[config.mk]
export PLATFORM = sky130hd
export DESIGN_NAME = bin_updown_counter
export DESIGN_NICKNAME = d
export VERILOG_FILES = /design/src/rtl/bin_updown_counter_pkg.sv /design/src/rtl/bin_updown_counter_debounce.sv /design/src/rtl/bin_updown_counter.sv
export SDC_FILE = /design/constraint.sdc
export NUM_CORES = 1
export LEC_CHECK = 0
export CORE_MARGIN = 4
export CORE_UTILIZATION = 55
export CTS_CLUSTER_DIAMETER = 150
export DETAILED_ROUTE_END_ITERATION = 6
export PLACE_DENSITY = 0.74
export SETUP_SLACK_MARGIN = 0.4
export SLEW_MARGIN = 15
export SYNTH_ARGS = -nofsm -noshare
export SYNTH_HDL_FRONTEND = slang
export SYNTH_SLANG_ARGS = --single-unit
[constraint.sdc]
create_clock -name clk -period 3.35 [get_ports clk]
set_input_delay 0.335 -clock clk [delete_from_list [all_inputs] [get_ports clk]]
set_output_delay 0.335 -clock clk [all_outputs]
set_load 0.1 [all_outputs]
[src/rtl/bin_updown_counter_pkg.sv]
// Shared types and constants for the button-driven up/down counter.
// Debounce FSM encoding plus the default counter width for the nominal debounce time.
package counter_pkg;

    typedef enum logic [1:0] {
        IDLE,
        PRESS_CHK,
        HELD,
        RELEASE_CHK
    } db_state_t;

    localparam int DB_CYCLES_DEFAULT = 50000;
    localparam int DB_CNT_W          = $clog2(DB_CYCLES_DEFAULT);

endpackage

[src/rtl/bin_updown_counter_debounce.sv]
// One board button: 2-FF synchroniser, debounce FSM and stability counter.
// Emits a single-cycle press strobe once a press has been stable for DB_CYCLES samples.
module btn_debounce
    import counter_pkg::*;
#(
    parameter int DB_CYCLES = DB_CYCLES_DEFAULT
) (
    input  logic clk,
    input  logic rst_n,
    input  logic btn_n,
    output logic press
);

    localparam int             CW       = $clog2(DB_CYCLES);
    localparam logic [CW-1:0]  CNT_LAST = CW'(DB_CYCLES - 1);

    logic [1:0]    sync;
    logic          pressed;
    db_state_t     state, state_n;
    logic [CW-1:0] cnt, cnt_n;

    assign pressed = ~sync[1];

    always_ff @(posedge clk) begin
        if (!rst_n) begin
            sync  <= '1;
            state <= IDLE;
            cnt   <= '0;
        end else begin
            sync  <= {sync[0], btn_n};
            state <= state_n;
            cnt   <= cnt_n;
        end
    end

    always_comb begin
        state_n = state;
        cnt_n   = cnt;
        press   = 1'b0;
        case (state)
            IDLE: begin
                if (pressed) begin
                    state_n = PRESS_CHK;
                    cnt_n   = '0;
                end
            end
            PRESS_CHK: begin
                if (!pressed) begin
                    state_n = IDLE;
                end else if (cnt == CNT_LAST) begin
                    state_n = HELD;
                    press   = 1'b1;
                end else begin
                    cnt_n = cnt + CW'(1);
                end
            end
            HELD: begin
                if (!pressed) begin
                    state_n = RELEASE_CHK;
                    cnt_n   = '0;
                end
            end
            RELEASE_CHK: begin
                if (pressed) begin
                    state_n = HELD;
                end else if (cnt == CNT_LAST) begin
                    state_n = IDLE;
                end else begin
                    cnt_n = cnt + CW'(1);
                end
            end
        endcase
    end

endmodule

[src/rtl/bin_updown_counter.sv]
// Wrapping up/down counter stepped by two debounced active-low push-buttons.
// Feeds the binary-to-BCD/7-segment decoder's BIN input.
module bin_updown_counter
    import counter_pkg::*;
#(
    parameter int CNT_W     = 4,
    parameter int DB_CYCLES = DB_CYCLES_DEFAULT,
    parameter int MAX_VAL   = 15
) (
    input  logic             clk,
    input  logic             rst_n,
    input  logic             btn_up_n,
    input  logic             btn_dn_n,
    input  logic             en,
    output logic [CNT_W-1:0] bin_out,
    output logic             up_pulse,
    output logic             dn_pulse,
    output logic             wrap
);

    localparam logic [CNT_W-1:0] MAX = CNT_W'(MAX_VAL);

    logic up_s, dn_s;

    btn_debounce #(.DB_CYCLES(DB_CYCLES)) u_db_up (
        .clk   (clk),
        .rst_n (rst_n),
        .btn_n (btn_up_n),
        .press (up_s)
    );

    btn_debounce #(.DB_CYCLES(DB_CYCLES)) u_db_dn (
        .clk   (clk),
        .rst_n (rst_n),
        .btn_n (btn_dn_n),
        .press (dn_s)
    );

    // Simultaneous up and down presses cancel; strobes are still reported.
    always_ff @(posedge clk) begin
        if (!rst_n) begin
            bin_out  <= '0;
            up_pulse <= 1'b0;
            dn_pulse <= 1'b0;
            wrap     <= 1'b0;
        end else begin
            up_pulse <= up_s;
            dn_pulse <= dn_s;
            wrap     <= 1'b0;
            if (en && (up_s ^ dn_s)) begin
                if (up_s) begin
                    if (bin_out == MAX) begin
                        bin_out <= '0;
                        wrap    <= 1'b1;
                    end else begin
                        bin_out <= bin_out + CNT_W'(1);
                    end
                end else begin
                    if (bin_out == '0) begin
                        bin_out <= MAX;
                        wrap    <= 1'b1;
                    end else begin
                        bin_out <= bin_out - CNT_W'(1);
                    end
                end
            end
        end
    end

endmodule

==> results.py <==
metrics = {
    "logic_synthesis": {
        "synth_area_um2": 2420,
        "ys_seq_area_share_pct": 38.9,
        "synth_top_area_cell": "dfxtp_1",
        "synth_top_area_share_pct": 38.9,
        "ys_ff_latch": 47,
        "synthCells": 287,
        "synth.avg_cell_area_um2": 8.43,
        "synthFlopType": "dfxtp_1",
        "yosysWarnings": 0,
        "synth_edf_count": 0,
        "ys_types": 51,
        "synth-async-reset-ratio_pct": 0,
        "syn-num-nets": 296,
        "synthTopCellsByArea": "dfxtp_1 39%, xnor2_1 5.1%, nor2_1 4.8%",
    },
    "routing": {
        "top_layer": "met4",
        "drtIter0Drc": 121,
        "vias": 2095,
        "drt_wl_total_um": 4940,
        "met1_length_um": 2450,
        "ant_nets": 0,
        "wl_met3_um": 192,
        "met2_length_um": 2250,
        "wl_per_cell_um": 14.1,
        "drc_errors": 0,
        "drt_pass1_iterations": 4,
        "vias_per_cell": 5.97,
    },
    "global_routing": {
        "grt_antenna_before_repair": 0,
        "grt_pass1_wl_um": 8540,
        "grt_max_degree": 19,
        "overflow": 0,
        "grt_usage_pct": 19.7,
        "grt_pass1_vias": 1865,
    },
    "timing": {
        "worst_pin_slew_ns": 0.967,
        "maxSlewHeadroom_pct": 35.3,
        "skew_ns": 0.00912,
        "max_freq_ghz": 0.427,
        "setup_slack_ns": 1.01,
        "period_minus_slack_ns": 2.34,
        "setup_tns_ns": 0,
        "setup_viol": 0,
        "slew_violations": 0,
        "hold_viol": 0,
        "rsz0062_at_grt": "false",
        "post-route-period-util_pct": 69.9,
    },
    "floorplan": {
        "core_area_um2": 4120,
        "chipHeight_um": 74.3,
        "die_x_um": 74.3,
        "initial_utilization_pct": 58.8,
        "dieArea_um2": 5520,
        "rows": 23,
        "io_pins": 12,
    },
    "clock_network": {
        "cts-buffers-inserted": 5,
        "htree_levels": 2,
        "clk_path_buf_depth": 2,
        "clk_latency_ns": 0.31,
        "root_buffer": "clkbuf_8",
        "postCtsHoldBufs": 0,
        "post_cts_resized": 0,
        "clk_pin_slew_ns": 0.09,
        "cts_tree": "done",
        "post_cts_buffers": 0,
        "cts_sinks": 47,
    },
    "setup_path": {
        "cpLargestDelayFamily": "buffers and inverters",
        "reg2reg_to": "bin_out[1]$_SDFFE_PN0P_",
        "required_ns": 3.01,
        "crit_buf_inv": 1,
        "critPathSlowestCell": "clkdlybuf4s50_1",
        "start_kind": "flip-flop",
        "cpPeakStageDelay_ns": 1.20,
        "cp_cell_sequence": "clkdlybuf4s50_1",
        "crit_arrival_ns": 2.01,
        "cp_max_fo": 8,
        "cp-startpoint": "bin_out[0]$_SDFFE_PN0P_",
        "end_kind": "primary output",
        "crit_end": "bin_out[0]",
        "rrSetupSlack_ns": 1.09,
        "crit_type": "reg2out",
        "r2r-start": "u_db_dn.cnt[4]$_SDFFE_PN0P_",
        "rr_worst_depth": 5,
        "crit_cells": 1,
    },
    "pwr": {
        "p_leak_nw": 0.914,
        "pwr_density_cell_nw_per_um2": 378,
        "max-vdd-ir-drop_mv": 0.180,
    },
    "layout": {
        "diodes": 0,
        "n_fill_cell": 361,
        "regArea_um2": 941,
        "drive_gt1_share_pct": 6.98,
        "final_nets": 309,
        "multi_input_area_um2": 1410,
        "syn2layout_area_growth_pct": 11.3,
        "layout_common_cells": "47 x dfxtp_1, 31 x nor2_1, 26 x nand2_1",
        "stdcell_area_um2": 2690,
        "fin_cells": 351,
        "layout_commonest_cell": "dfxtp_1",
    },
    "run": {
        "max_cap_violations": 0,
    },
    "placed_design": {
        "placed_cells": 343,
        "dp_slack_ns": 1.16,
        "gp_routability_congestion": 0.839,
        "dp_hpwl_um": 3510,
        "dpl_cell_area_um2": 2580,
        "port_buffers": 11,
    },
    "hold_path": {
        "hp-class": "reg2reg",
    },
    "outcome": {
        "status": "complete, no violations",
    },
}
-- final cells by class --
| class | count | share of cell area, % |
|---|---|---|
| Inverter | 12 | 1.67 |
| Tap cell | 50 | 2.32 |
| Multi-Input combinational cell | 221 | 52.2 |
| Timing Repair Buffer | 13 | 4.65 |
| Sequential cell | 47 | 35.0 |
| Clock buffer | 5 | 2.56 |
| Clock inverter | 3 | 1.63 |
-- metal layers --
metal  global-route usage (%)  up-vias
met5                        0        -
met4                     6.72        0
met3                     4.46        5
met2                     30.5       46
met1                     27.0      965
li1                         -     1079
-- Yosys cell counts, types with 4 or more instances --
cell type	n
dfxtp_1	47
nor4_1	7
nor3_1	10
clkbuf_1	6
ha_1	4
nand3_1	14
nand2_1	26
inv_1	12
and2_1	6
o221a_2	6
nor2b_1	4
mux2i_1	4
or3_1	6
and4_1	4
xnor2_1	14
nor2_1	31
nand2b_1	5
and3_1	5
o21ai_0	14
nand4_1	9
a21oi_1	13
-- where the power goes --
part	switching [mW]	internal, mW
logic	0.0212	0.0103
clock network	0.201	0.222
registers	0.00236	0.561
total	0.224	0.794
-- worst min-delay path by stage --
stage | startpoint | endpoint | slack [ns] | depth (start not counted)
6_report | u_db_dn.sync[0]$_SDFF_PN1_ | u_db_dn.sync[1]$_SDFF_PN1_ | 0.42 | 1
5_1_grt | u_db_dn.sync[0]$_SDFF_PN1_ | u_db_dn.sync[1]$_SDFF_PN1_ | 0.45 | 1
4_1_cts | u_db_dn.sync[0]$_SDFF_PN1_ | u_db_dn.sync[1]$_SDFF_PN1_ | 0.43 | 1
3_5_place_dp | u_db_dn.sync[0]$_SDFF_PN1_ | u_db_dn.sync[1]$_SDFF_PN1_ | 0.40 | 1
3_3_place_gp | u_db_up.sync[0]$_SDFF_PN1_ | u_db_up.sync[1]$_SDFF_PN1_ | 0.40 | 1
2_1_floorplan | u_db_dn.sync[0]$_SDFF_PN1_ | u_db_dn.sync[1]$_SDFF_PN1_ | 0.39 | 1
-- flip-flops by register name (all words and copies together) (netlist names), named ones only --
| name | flops |
|---|---|
| u_db_dn.cnt | 16 |
| u_db_up.state | 1 |
| dn_pulse | 1 |
| u_db_up.cnt | 16 |
| u_db_dn.state | 1 |
| up_pulse | 1 |
| u_db_up.sync | 2 |
| wrap | 1 |
| bin_out | 4 |
| u_db_dn.sync | 2 |
-- logic make-up (layout without fill, tap and decap cells) --
kind of cell	after synthesis	count (layout)	share of synthesized area, %
AOI/OAI and AO/OA	54	54	15.7
and+or+nand+nor	141	141	32.0
adders and majority gates	4	4	2.07
buffers and inverters	19	33	3.00
muxes	5	5	2.12
DFF	47	47	38.9
xor gates and xnor gates	17	17	6.16
-- metrics by stage --
| stage | hold slack (ns) | util [%] | total power [mW] |
|---|---|---|---|
| 2_1_floorplan | 0.386 | - | 0.595 |
| 3_3_place_gp | 0.395 | 62.7 | 0.608 |
| 3_5_place_dp | 0.403 | 62.7 | 0.608 |
| 4_1_cts | 0.427 | 65.4 | 1.03 |
| 5_1_grt | 0.449 | 65.4 | 1.05 |
| 6_report | 0.422 | 65.4 | 1.02 |
Power figures use the tool's default switching activity.
